`config.mk`:
```
export PLATFORM = sky130hd
export DESIGN_NAME = matrix_tx_scheduler
export DESIGN_NICKNAME = d
export VERILOG_FILES = /design/src/rtl/matrix_tx_scheduler.sv
export SDC_FILE = /design/constraint.sdc
export NUM_CORES = 1
export LEC_CHECK = 0
export CAP_MARGIN = 20
export CORE_ASPECT_RATIO = 0.6
export CORE_UTILIZATION = 45
export CTS_CLUSTER_SIZE = 8
export DETAILED_ROUTE_END_ITERATION = 10
export PLACE_DENSITY = 0.73
export RECOVER_POWER = 25
export SLEW_MARGIN = 10
export SYNTH_ARGS = -nofsm -noshare
export SYNTH_HDL_FRONTEND = slang
export SYNTH_SLANG_ARGS = --single-unit
```
`constraint.sdc`:
```
create_clock -name clk -period 2 [get_ports clk]
set_input_delay 0.3 -clock clk [delete_from_list [all_inputs] [get_ports clk]]
set_output_delay 0.3 -clock clk [all_outputs]
set_load 0.005 [all_outputs]
```
`src/rtl/matrix_tx_scheduler.sv`:
```
// Round-robin front end for matrix_compiler: grants one of two producers, forwards its element
// stream, then sequences compile -> frame request -> byte stream -> inter-frame gap.
// Optional watchdog enabled by defining MATRIX_TX_WDOG_EN (adds err_timeout port).
module matrix_tx_scheduler #(
  parameter int unsigned DIM         = 32,
  parameter int unsigned ADDR_W      = 5,
  parameter int unsigned DATA_W      = 8,
  parameter int unsigned FRAME_BYTES = 1026,
  parameter int unsigned GAP_CYCLES  = 16
`ifdef MATRIX_TX_WDOG_EN
  ,
  parameter int unsigned WDOG_CYCLES = 65536
`endif
) (
  input  logic                clk,
  input  logic                rst_n,
  input  logic [1:0]          src_req,
  input  logic [1:0]          src_valid,
  input  logic [1:0]          src_last,
  input  logic [2*ADDR_W-1:0] src_row,
  input  logic [2*ADDR_W-1:0] src_col,
  input  logic [2*DATA_W-1:0] src_data,
  output logic [1:0]          grant,
  output logic                mc_valid_data_in,
  output logic [ADDR_W-1:0]   mc_row_addr,
  output logic [ADDR_W-1:0]   mc_col_addr,
  output logic [DATA_W-1:0]   mc_matrix_element,
  output logic                mc_data_request,
  input  logic                mc_compile_done,
  input  logic                mc_valid_data_out,
  input  logic                tx_ready,
  output logic [1:0]          xfer_done,
  output logic                busy,
  output logic                err_count
`ifdef MATRIX_TX_WDOG_EN
  ,
  output logic                err_timeout
`endif
);

  localparam int unsigned Elems = DIM * DIM;
  localparam int unsigned EW    = $clog2(Elems) + 1;
  localparam int unsigned BW    = $clog2(FRAME_BYTES) + 1;
  localparam int unsigned GW    = $clog2(GAP_CYCLES) + 1;

  localparam logic [EW-1:0] ElemsFull = EW'(Elems);
  localparam logic [BW-1:0] FrameLast = BW'(FRAME_BYTES - 1);
  localparam logic [GW-1:0] GapLast   = GW'(GAP_CYCLES - 1);

  typedef enum logic [2:0] {
    StIdle,
    StLoad,
    StWaitCompile,
    StWaitTx,
    StRequest,
    StStream,
    StGap
  } state_e;

  state_e              state_q, state_d;
  logic [1:0]          grant_q, grant_d;
  logic                gidx_q, gidx_d;
  logic                rr_q, rr_d;
  logic [EW-1:0]       elem_cnt_q, elem_cnt_d;
  logic [BW-1:0]       byte_cnt_q, byte_cnt_d;
  logic [GW-1:0]       gap_cnt_q, gap_cnt_d;
  logic                mc_valid_q, mc_valid_d;
  logic [ADDR_W-1:0]   mc_row_q, mc_row_d;
  logic [ADDR_W-1:0]   mc_col_q, mc_col_d;
  logic [DATA_W-1:0]   mc_data_q, mc_data_d;
  logic [1:0]          xfer_done_q, xfer_done_d;
  logic                err_count_q, err_count_d;

  logic                sel_valid, sel_last;
  logic [ADDR_W-1:0]   sel_row, sel_col;
  logic [DATA_W-1:0]   sel_data;
  logic                win;
  logic [EW-1:0]       elem_inc;

`ifdef MATRIX_TX_WDOG_EN
  localparam int unsigned WW = $clog2(WDOG_CYCLES) + 1;
  localparam logic [WW-1:0] WdogLast = WW'(WDOG_CYCLES - 1);

  logic [WW-1:0] wdog_cnt_q, wdog_cnt_d;
  logic          err_timeout_q, err_timeout_d;
`endif

  // Only the granted producer is visible past this mux.
  always_comb begin
    sel_valid = src_valid[gidx_q];
    sel_last  = src_last[gidx_q];
    sel_row   = gidx_q ? src_row[2*ADDR_W-1:ADDR_W] : src_row[ADDR_W-1:0];
    sel_col   = gidx_q ? src_col[2*ADDR_W-1:ADDR_W] : src_col[ADDR_W-1:0];
    sel_data  = gidx_q ? src_data[2*DATA_W-1:DATA_W] : src_data[DATA_W-1:0];
  end

  always_comb begin
    state_d     = state_q;
    grant_d     = grant_q;
    gidx_d      = gidx_q;
    rr_d        = rr_q;
    elem_cnt_d  = elem_cnt_q;
    byte_cnt_d  = byte_cnt_q;
    gap_cnt_d   = gap_cnt_q;
    mc_valid_d  = 1'b0;
    mc_row_d    = mc_row_q;
    mc_col_d    = mc_col_q;
    mc_data_d   = mc_data_q;
    xfer_done_d = 2'b00;
    err_count_d = err_count_q;
`ifdef MATRIX_TX_WDOG_EN
    wdog_cnt_d    = wdog_cnt_q;
    err_timeout_d = err_timeout_q;
`endif

    // rr_q names the preferred producer when both request.
    win      = (src_req == 2'b11) ? rr_q : ~src_req[0];
    elem_inc = (&elem_cnt_q) ? elem_cnt_q : elem_cnt_q + EW'(1);

    unique case (state_q)
      StIdle: begin
        if (src_req != 2'b00) begin
          gidx_d     = win;
          grant_d    = win ? 2'b10 : 2'b01;
          elem_cnt_d = '0;
          state_d    = StLoad;
        end
      end
      StLoad: begin
        if (sel_valid) begin
          mc_valid_d = 1'b1;
          mc_row_d   = sel_row;
          mc_col_d   = sel_col;
          mc_data_d  = sel_data;
          elem_cnt_d = elem_inc;
          if (sel_last) begin
            state_d = StWaitCompile;
            if (elem_inc != ElemsFull) err_count_d = 1'b1;
          end
        end
      end
      StWaitCompile: begin
        if (mc_compile_done) state_d = StWaitTx;
      end
      StWaitTx: begin
        if (tx_ready) state_d = StRequest;
      end
      StRequest: begin
        byte_cnt_d = '0;
        state_d    = StStream;
      end
      StStream: begin
        if (mc_valid_data_out) begin
          byte_cnt_d = byte_cnt_q + BW'(1);
          if (byte_cnt_q == FrameLast) begin
            xfer_done_d = grant_q;
            gap_cnt_d   = '0;
            state_d     = StGap;
          end
        end
      end
      StGap: begin
        if (gap_cnt_q == GapLast) begin
          grant_d = 2'b00;
          rr_d    = ~gidx_q;
          state_d = StIdle;
        end else begin
          gap_cnt_d = gap_cnt_q + GW'(1);
        end
      end
      default: state_d = StIdle;
    endcase

`ifdef MATRIX_TX_WDOG_EN
    // Counter restarts on every state change; it only advances in the three wait states.
    if (state_d != state_q) begin
      wdog_cnt_d = '0;
    end else if (state_q == StWaitCompile || state_q == StWaitTx || state_q == StStream) begin
      if (wdog_cnt_q == WdogLast) begin
        wdog_cnt_d    = '0;
        gap_cnt_d     = '0;
        err_timeout_d = 1'b1;
        state_d       = StGap;
      end else begin
        wdog_cnt_d = wdog_cnt_q + WW'(1);
      end
    end
`endif
  end

  always_ff @(posedge clk or negedge rst_n) begin
    if (!rst_n) begin
      state_q       <= StIdle;
      grant_q       <= 2'b00;
      gidx_q        <= 1'b0;
      rr_q          <= 1'b0;
      elem_cnt_q    <= '0;
      byte_cnt_q    <= '0;
      gap_cnt_q     <= '0;
      mc_valid_q    <= 1'b0;
      mc_row_q      <= '0;
      mc_col_q      <= '0;
      mc_data_q     <= '0;
      xfer_done_q   <= 2'b00;
      err_count_q   <= 1'b0;
`ifdef MATRIX_TX_WDOG_EN
      wdog_cnt_q    <= '0;
      err_timeout_q <= 1'b0;
`endif
    end else begin
      state_q       <= state_d;
      grant_q       <= grant_d;
      gidx_q        <= gidx_d;
      rr_q          <= rr_d;
      elem_cnt_q    <= elem_cnt_d;
      byte_cnt_q    <= byte_cnt_d;
      gap_cnt_q     <= gap_cnt_d;
      mc_valid_q    <= mc_valid_d;
      mc_row_q      <= mc_row_d;
      mc_col_q      <= mc_col_d;
      mc_data_q     <= mc_data_d;
      xfer_done_q   <= xfer_done_d;
      err_count_q   <= err_count_d;
`ifdef MATRIX_TX_WDOG_EN
      wdog_cnt_q    <= wdog_cnt_d;
      err_timeout_q <= err_timeout_d;
`endif
    end
  end

  assign grant             = grant_q;
  assign mc_valid_data_in  = mc_valid_q;
  assign mc_row_addr       = mc_row_q;
  assign mc_col_addr       = mc_col_q;
  assign mc_matrix_element = mc_data_q;
  assign mc_data_request   = (state_q == StRequest);
  assign xfer_done         = xfer_done_q;
  assign busy              = (state_q != StIdle);
  assign err_count         = err_count_q;
`ifdef MATRIX_TX_WDOG_EN
  assign err_timeout       = err_timeout_q;
`endif

endmodule

```
# Word level (Yosys, flattened, before mapping)
# Index checks and enable logic that the tools add are counted.
totals:
  regBits: 57
  word_cells: 91
  out_inout_bits: 26
  in_bits: 47
classes:
  mux: 36
  n_eq_ne: 19
  bitwise_logic: 2
  n_reduce_logical: 17
  magnitude_cmp: 1
  n_addsub: 3
ops:
  columns: ["cell", "count"]
  rows:
  - ["$mux W11", 3]
  - ["$mux W5", 5]
  - ["$mux W3", 8]
  - ["$pmux W12 S2", 1]
  - ["$pmux W11 S2", 1]
  - ["$pmux W3 S7", 1]
  - ["$ne A2 B2 Y1 const B", 9]
  - ["$add A12 B1 Y12 const B", 1]
  - ["$eq A12 B11 Y1 const B", 1]
  - ["$mux W12", 1]
  - ["$mux W2", 6]
  - ["$add A11 B1 Y11 const B", 1]
  - ["$ne A11 B11 Y1 const B", 1]
  - ["$reduce_and A11 Y1", 1]
  - ["$pmux W5 S2", 1]
  - ["$reduce_bool A2 Y1", 5]
  - ["$eq A3 B3 Y1 const B", 3]
  - ["$mux W8", 1]
  - ["$reduce_and A2 Y1", 4]
  - ["$reduce_and A4 Y1", 2]
  - ["$reduce_and A8 Y1", 1]
  - ["$mux W1", 7]
  - ["$eq A3 B2 Y1 const B", 2]
  - ["$reduce_and A3 Y1", 2]
  - ["other kinds (9)", 10]

# Longest topological paths before layout
# Gate-level depths: netlist of the first run.
depth:
  ltp_word: 5
  ltp_mapped: 8
  depth_no_buf: 7

# Worst setup path after synthesis of the first run
# No wires, ideal clock.
synth_timing:
  path_kind: "register to register"
  start: "register elem_cnt_q[0]"
  end: "register err_count_q, in the netlist err_count"
  t_required_ns: 1.867
  setup_time_ns: 0.133
  synth_period_minus_slack_ns: 1.689
  path_slack_ns: 0.311
  path_stages_with_launch: 7
  t_arrival_ns: 1.556
  n_path_buf: 0
  path_cell_list: "dfrtp_1 > ha_1 > and3_1 > and3_1 > mux2_2 > nor3_1 > a31oi_1"
synth_via:
  elab_chain_cells: 4
  elab_cells_between_ends: 5
  cone_classes: "add/sub (1); eq/ne (1); mux (1); reduce/logical (2)"
synth_lines:
  columns: ["item", "line", "text"]
  rows:
  - ["start, declared", "64", "logic [EW-1:0] elem_cnt_q, elem_cnt_d;"]
  - ["start signal, assigned", "215", "elem_cnt_q <= elem_cnt_d;"]
  - ["$add A11 B1 Y11 / $reduce_and A11 Y1 (equally long branches)", "118", "elem_inc = (&elem_cnt_q) ? elem_cnt_q : elem_cnt_q + EW'(1);"]
  - ["$mux W11 (*)", "118", null]
  - ["$ne A11 B11 Y1 (*)", "138", "if (elem_inc != ElemsFull) err_count_d = 1'b1;"]
  - ["$reduce_and A4 Y1 (no source line) (*)", null, null]
  - ["end signal, assigned", "223", "err_count_q <= err_count_d;"]
  - ["end, declared", "72", "logic err_count_q, err_count_d;"]
# Every way passes the cells marked *; elsewhere a longest branch is shown, timed or not.
# A chain may end at the register's enable or synchronous reset.

# Worst setup path after layout of the first run
layout_timing:
  start: "register state_q[1]"
  end: "output port mc_data_request"
layout_via:
  elab_chain_cells: 1
layout_lines:
  columns: ["item", "line", "text"]
  rows:
  - ["start, declared", "60", "state_e state_q, state_d;"]
  - ["start signal, assigned", "193", "state_q <= StIdle;"]
  - ["start signal, assigned", "211", "state_q <= state_d;"]
  - ["$eq A3 B3 Y1", "236", "assign mc_data_request = (state_q == StRequest);"]
  - ["end, declared", "28", "output logic mc_data_request,"]
# Every way passes these cells.

==> results.sh, run 1 <==
export IMPL_status="finished, final reports clean"
export IMPL_layout_commonest_cell="clkdlybuf4s50_1"
export IMPL_r2r_end="err_count"
export IMPL_whs_path_depth=2
export IMPL_grt_pass1_wl_um=11900
export IMPL_grt_max_degree=42
export IMPL_r2r_start="elem_cnt_q[0]"
export IMPL_wl_um=7260
export IMPL_required_ns=1.70
export IMPL_fin_skew_ns=0.00844
export IMPL_clk_insertion_delay_late_ns=0.33
export IMPL_path_class="reg -> out"
export IMPL_yosysSeqAreaShare=0.463
export IMPL_die_area_um2=7190
export IMPL_avgRoutedWirePerCell_um=14.8
export IMPL_p_seq_frac=0.397
export IMPL_clock_fmax_mhz=512
export IMPL_clock_path_buffers=2
export IMPL_drv_cap=0
export IMPL_rrSetupSlack_ns=0.15
export IMPL_core_region_area_um2=6360
export IMPL_critPathCaptureType="primary output"
export IMPL_num_rows=22
export IMPL_p_sw_frac=0.223
export IMPL_track_usage=0.221
export IMPL_gr_total_overflow=0
export IMPL_rsz0062_at_grt="false"
export IMPL_p_sw_mw=0.727
export IMPL_relSlewSlack=0.557
export IMPL_tns_ns=0
export IMPL_antenna_found_initial=0
export IMPL_min_from="mc_matrix_element[1]"
export IMPL_power_density_nw_per_um2=757
export IMPL_drc=0
export IMPL_critPathMaxFanout=13
export IMPL_ant_nets=0
export IMPL_fin_nets=454
export IMPL_yosysTopAreaCell="dfrtp_1"
export IMPL_ios=73
export IMPL_die_x_um=109
export IMPL_netlist_area_leader_share=0.463
export IMPL_slew_viol_final=0
export IMPL_cts_reportedPaths_clkPinSlew_ns=0.05
export IMPL_worstMarginPinSlew_ns=0.664
export IMPL_combPwrFrac=0.090
export IMPL_cts_tree="yes"
export IMPL_drive_gt1_frac=0.120
export IMPL_postSynthAreaPerCell_um2=9.63
export IMPL_die_y_um=66.1
export IMPL_numPortBuffers=72
export IMPL_area_delta_synth_final_pct=39.9
export IMPL_dp_cells=472
export IMPL_hold_class="reg -> reg"
export IMPL_ys_types=56
export IMPL_clock_sinks=57
export IMPL_synth_area_leaders="dfrtp_1 46%, mux2i_1 7.1%, nand2_1 5.6%"
export IMPL_n_fill_cell=498
export IMPL_whs_endpoint="mc_matrix_element[1]"
export IMPL_dp_hpwl_um=5220
export IMPL_async_flop_share=1.00
export IMPL_worstRegToRegCells=6
export IMPL_ys_seq_elements=57
export IMPL_finalHoldViolCount=0
export IMPL_syn_nets=372
export IMPL_mostFrequentLayoutCells="71 x clkdlybuf4s50_1, 54 x dfrtp_1, 46 x nand2_1"
export IMPL_drt_iter0_drc=123
export IMPL_gp_congestion=0.910
export IMPL_fin_crit_ns=1.95
export IMPL_leakage_nw=1.86
export IMPL_htreeDepth=3
export IMPL_viasPerCell=5.42
export IMPL_numCtsBuffers=9
export IMPL_period_share=0.976
export IMPL_syn_area_um2=3080
export IMPL_yosysWarnings=0
export IMPL_finalNonFillerCells=491
export IMPL_finalPower_mw=3.26
export IMPL_finalSetupViolations=0
export IMPL_synthCells=320
export IMPL_arrival_ns=1.65
export IMPL_ir_worst_vdd_v=0.000401
export IMPL_postLayoutCoreUtil=0.678
export IMPL_initial_core_util=0.484
export IMPL_ys_flop_type="dfrtp_1"
export IMPL_p_clk_frac=0.513
export IMPL_p_int_mw=2.53
export IMPL_diodes=0
export IMPL_clockRootBuffer="clkbuf_16"
export IMPL_first_pass_iters=4
export IMPL_vias=2663
export IMPL_critPathLaunchType="register"
export IMPL_grt_pass1_vias=2535
export IMPL_synth_edf_count=0
how the worst max path moves through the flow:
stage                       to  slack [ns]  cells after the start     startpoint
2_1_floorplan        err_count        0.31                      6  elem_cnt_q[0]
3_3_place_gp     elem_cnt_q[3]        0.14                      7   src_valid[1]
3_5_place_dp     elem_cnt_q[3]        0.05                      7   src_valid[1]
4_1_cts        mc_data_request        0.02                      3     state_q[2]
5_1_grt        mc_data_request       0.003                      3     state_q[1]
6_report       mc_data_request        0.05                      3     state_q[1]
state kept, by name, indices dropped and copies added (netlist names):
register / count
mc_matrix_element: 8
grant: 2
gap_cnt_q: 5
mc_row_addr: 5
byte_cnt_q: 12
rr_q: 1
mc_col_addr: 5
xfer_done: 2
elem_cnt_q: 11
state_q: 3
gidx_q: 1
mc_valid_data_in: 1
err_count: 1
power groups by stage:
stage	clock network (mW)	registers, mW	logic, mW
final	1.67	1.29	0.294
after global routing	1.75	1.31	0.332
after CTS	1.70	1.29	0.298
after detailed placement	0	1.31	0.295
after global placement	0	1.31	0.289
after floorplan	0	1.30	0.148
cell usage after synthesis (all sizes together), types with 2 or more instances:
cell type	n
a21o	2
a21oi	8
a22o	2
a31oi	8
and2	4
and3	9
and4	3
buf	13
clkbuf	4
dfrtp	57
ha	5
inv	8
mux2	2
mux2i	22
nand2	46
nand2b	3
nand3	9
nand3b	4
nand4	6
nor2	17
nor2b	2
nor3	7
nor3b	4
nor4	2
o21ai	36
o22ai	4
or2	2
xnor2	4
xor2	10
critical path: stages, from the launching register on:
cell	delay (ns)
dfrtp_2	0.50
nand2b_4	0.18
nor2_1	0.12
clkdlybuf4s50_1	0.52
repair_timing:
item / 4_1_cts / 5_1_grt
endpoints found under the setup margin: 2 / 3
buffers inserted: 0 / 2
hold buffers: 1 / 0
hold endpoints to repair: 11 / 0
resized for setup: 3 / 4
metal layers:
metal / wire [um] / track usage / share of wire / up-vias
met1: 3570 / 0.297 / 0.49 / 1254
met5: 0 / 0 / 0 / -
li1: - / - / - / 1317
met3: 538 / 0.0798 / 0.074 / 10
met4: 107 / 0.0980 / 0.015 / 0
met2: 3050 / 0.320 / 0.42 / 82
logic make-up (layout without fill, tap and decap cells):
kind of cell | after synthesis | in the layout | share of synthesized area
multiplexers | 24 | 24 | 0.0788
XOR/XNOR | 14 | 14 | 0.0398
adder cells (fa/ha/maj) | 5 | 5 | 0.0203
AO/OA/AOI/OAI | 74 | 74 | 0.148
AND/OR/NAND/NOR | 121 | 121 | 0.210
buffers and inverters | 25 | 112 | 0.0394
flip-flops | 57 | 57 | 0.463
metrics by stage:
| step | instance area (um^2) | hold slack [ns] | worst slack, ns |
|---|---|---|---|
| floorplan | 3080 | 0.00441 | 0.311 |
| global placement | 3930 | 0.341 | 0.137 |
| detailed placement | 3930 | 0.344 | 0.0456 |
| CTS | 4290 | 0.481 | 0.0201 |
| global route | 4310 | 0.500 | 0.00335 |
| finish | 4310 | 0.477 | 0.0485 |
cell type report:
type | instances | area, um^2 | share of cell area
clock buffer | 11 | 253 | 0.0587
clock inverter | 5 | 77.6 | 0.0180
inverter | 8 | 30.0 | 0.00697
multi-input combinational | 238 | 1550 | 0.361
sequential | 57 | 1430 | 0.332
tap | 84 | 105 | 0.0244
timing repair buffer | 88 | 860 | 0.199
Power figures use the tool's default switching activity.
==> run 2, diff against run 1 <==
- CORE_MARGIN: default -> 2
- CTS_CLUSTER_SIZE: 8 -> 25
==> run 2 against run 1 <==
Compared with the run above:
- core utilization shrank 3.5 points
- total power decreased by 8.5%
- clock skew decreased by 0.0017 ns
- first-iteration DRC count increased by 35%
- sequential cell count is the same
==> results.sh, run 2 (synthesized netlist as in run 1, its figures left out) <==
export IMPL_wl_met3_um=698
export IMPL_clk_insertion_delay_late_ns=0.33
export IMPL_critPathBufInv=1
export IMPL_hold_class="reg -> reg"
export IMPL_fin_nets=459
export IMPL_path_cells="nand2b_1 -> nor2_2 -> clkdlybuf4s50_1"
export IMPL_vias=2738
export IMPL_power_density_nw_per_um2=698
export IMPL_ir_worst_vdd_v=0.000506
export IMPL_die_x_um=111
export IMPL_ios=73
export IMPL_antenna_found_initial=0
export IMPL_clock_sinks=57
export IMPL_grt_pass1_wl_um=12300
export IMPL_area_delta_synth_final_pct=38.7
export IMPL_path_delay_family="buffers and inverters"
export IMPL_cp_startpoint="state_q[1]"
export IMPL_period_share=0.955
export IMPL_grt_max_degree=58
export IMPL_slew_viol_final=0
export IMPL_route_met2_wl_um=3130
export IMPL_finalHoldViolCount=0
export IMPL_gp_congestion=0.917
export IMPL_relSlewSlack=0.480
export IMPL_dr_max_layer_used="met4"
export IMPL_status="finished, final reports clean"
export IMPL_drv_cap=0
export IMPL_numPortBuffers=72
export IMPL_core_region_area_um2=6650
export IMPL_r2r_start="elem_cnt_q[0]"
export IMPL_finalSetupViolations=0
export IMPL_min_from="mc_matrix_element[4]"
export IMPL_post_dp_cell_area_um2=3940
export IMPL_fin_skew_ns=0.00674
export IMPL_die_area_um2=7550
export IMPL_critical_path_max_stage_delay_ns=0.51
export IMPL_viasPerCell=5.49
export IMPL_critPathMaxFanout=5
export IMPL_critPathSlowestCell="clkdlybuf4s50_1"
export IMPL_gr_total_overflow=0
export IMPL_initial_core_util=0.463
export IMPL_clock_path_buffers=2
export IMPL_avgRoutedWirePerCell_um=15.0
export IMPL_clock_fmax_mhz=523
export IMPL_cts_reportedPaths_clkPinSlew_ns=0.05
export IMPL_whs_ns=0.478
export IMPL_postLayoutCoreUtil=0.643
export IMPL_route_layer_met1_wl_um=3530
export IMPL_track_usage=0.211
export IMPL_arrival_ns=1.61
export IMPL_critPathCaptureType="primary output"
export IMPL_path_class="reg -> out"
export IMPL_ant_nets=0
export IMPL_diodes=0
export IMPL_drc=0
export IMPL_largest_reg_flops=12
export IMPL_required_ns=1.70
export IMPL_dp_hpwl_um=5530
export IMPL_critPathLaunchType="register"
export IMPL_mostFrequentLayoutCells="71 x clkdlybuf4s50_1, 55 x dfrtp_1, 46 x nand2_1"
export IMPL_worstMarginPinSlew_ns=0.781
export IMPL_tns_ns=0
export IMPL_htreeDepth=3
export IMPL_numCtsBuffers=9
export IMPL_clockRootBuffer="clkbuf_16"
export IMPL_num_rows=23
export IMPL_drt_iter0_drc=166
export IMPL_first_pass_iters=4
export IMPL_wl_um=7480
export IMPL_layout_commonest_cell="clkdlybuf4s50_1"
export IMPL_grt_pass1_vias=2479
export IMPL_fin_crit_ns=1.91
export IMPL_die_y_um=68.1
export IMPL_design_area_um2=4270
export IMPL_cts_tree="yes"
export IMPL_leakage_nw=1.85
export IMPL_rsz0062_at_grt="false"
export IMPL_regMostFlops="byte_cnt_q"
export IMPL_drive_gt1_frac=0.126
==> run 2: cell type report <==
type,instances,area (um^2)
Sequential cell,57,1430
Inverter,8,30.0
Timing Repair Buffer,93,876
Clock buffer,13,260
Tap cell,87,109
Fill cell,546,2380
Clock inverter,3,15.0
Multi-Input combinational cell,238,1550
==> run 2: path summary, 6_finish.rpt <==
path	slack [ns]	cells past startpoint	end
max	0.09	3	mc_data_request
max reg2reg	0.17	6	err_count
max in group asynchronous	0.74	3	state_q[1]
min in group asynchronous	0.69	3	gap_cnt_q[0]
min	0.48	2	mc_matrix_element[4]
min reg2reg	0.48	2	mc_matrix_element[4]
==> run 2: stage by stage <==
stage	power (mW)	std cells	worst slack, ns
finish	2.98	499	0.0896
detailed placement	1.61	477	0.00514
CTS	3.02	497	0.00230
floorplan	1.44	320	0.311
global route	3.13	499	0.0117
global placement	1.60	477	0.0752
==> run 2: per-layer routing <==
metal	vias up	global-route usage
met2	136	0.298
met1	1264	0.294
met4	0	0.0844
li1	1328	-
met3	10	0.0797
met5	-	0
==> run 2: tightest hold or removal path, cell delays in order (launching register included) <==
cell and delay, ns:
dfrtp_1 0.34, nand2_1 0.04, o21ai_0 0.06
==> run 2: timing repair <==
action	in CTS	in global routing
resized for setup	2	4
buffers inserted	3	2
endpoints found under the setup margin	2	6
hold buffers	1	0
endpoints found under the hold margin	57	0
cloned	0	0
==> run 2: power by group <==
group          total [mW]  switching, mW  internal [mW]  leakage, nW
clock                1.39          0.490          0.896        0.139
sequential           1.30         0.0869           1.22        0.734
combinational       0.293          0.130          0.163        0.976
total                2.98          0.706           2.28         1.85
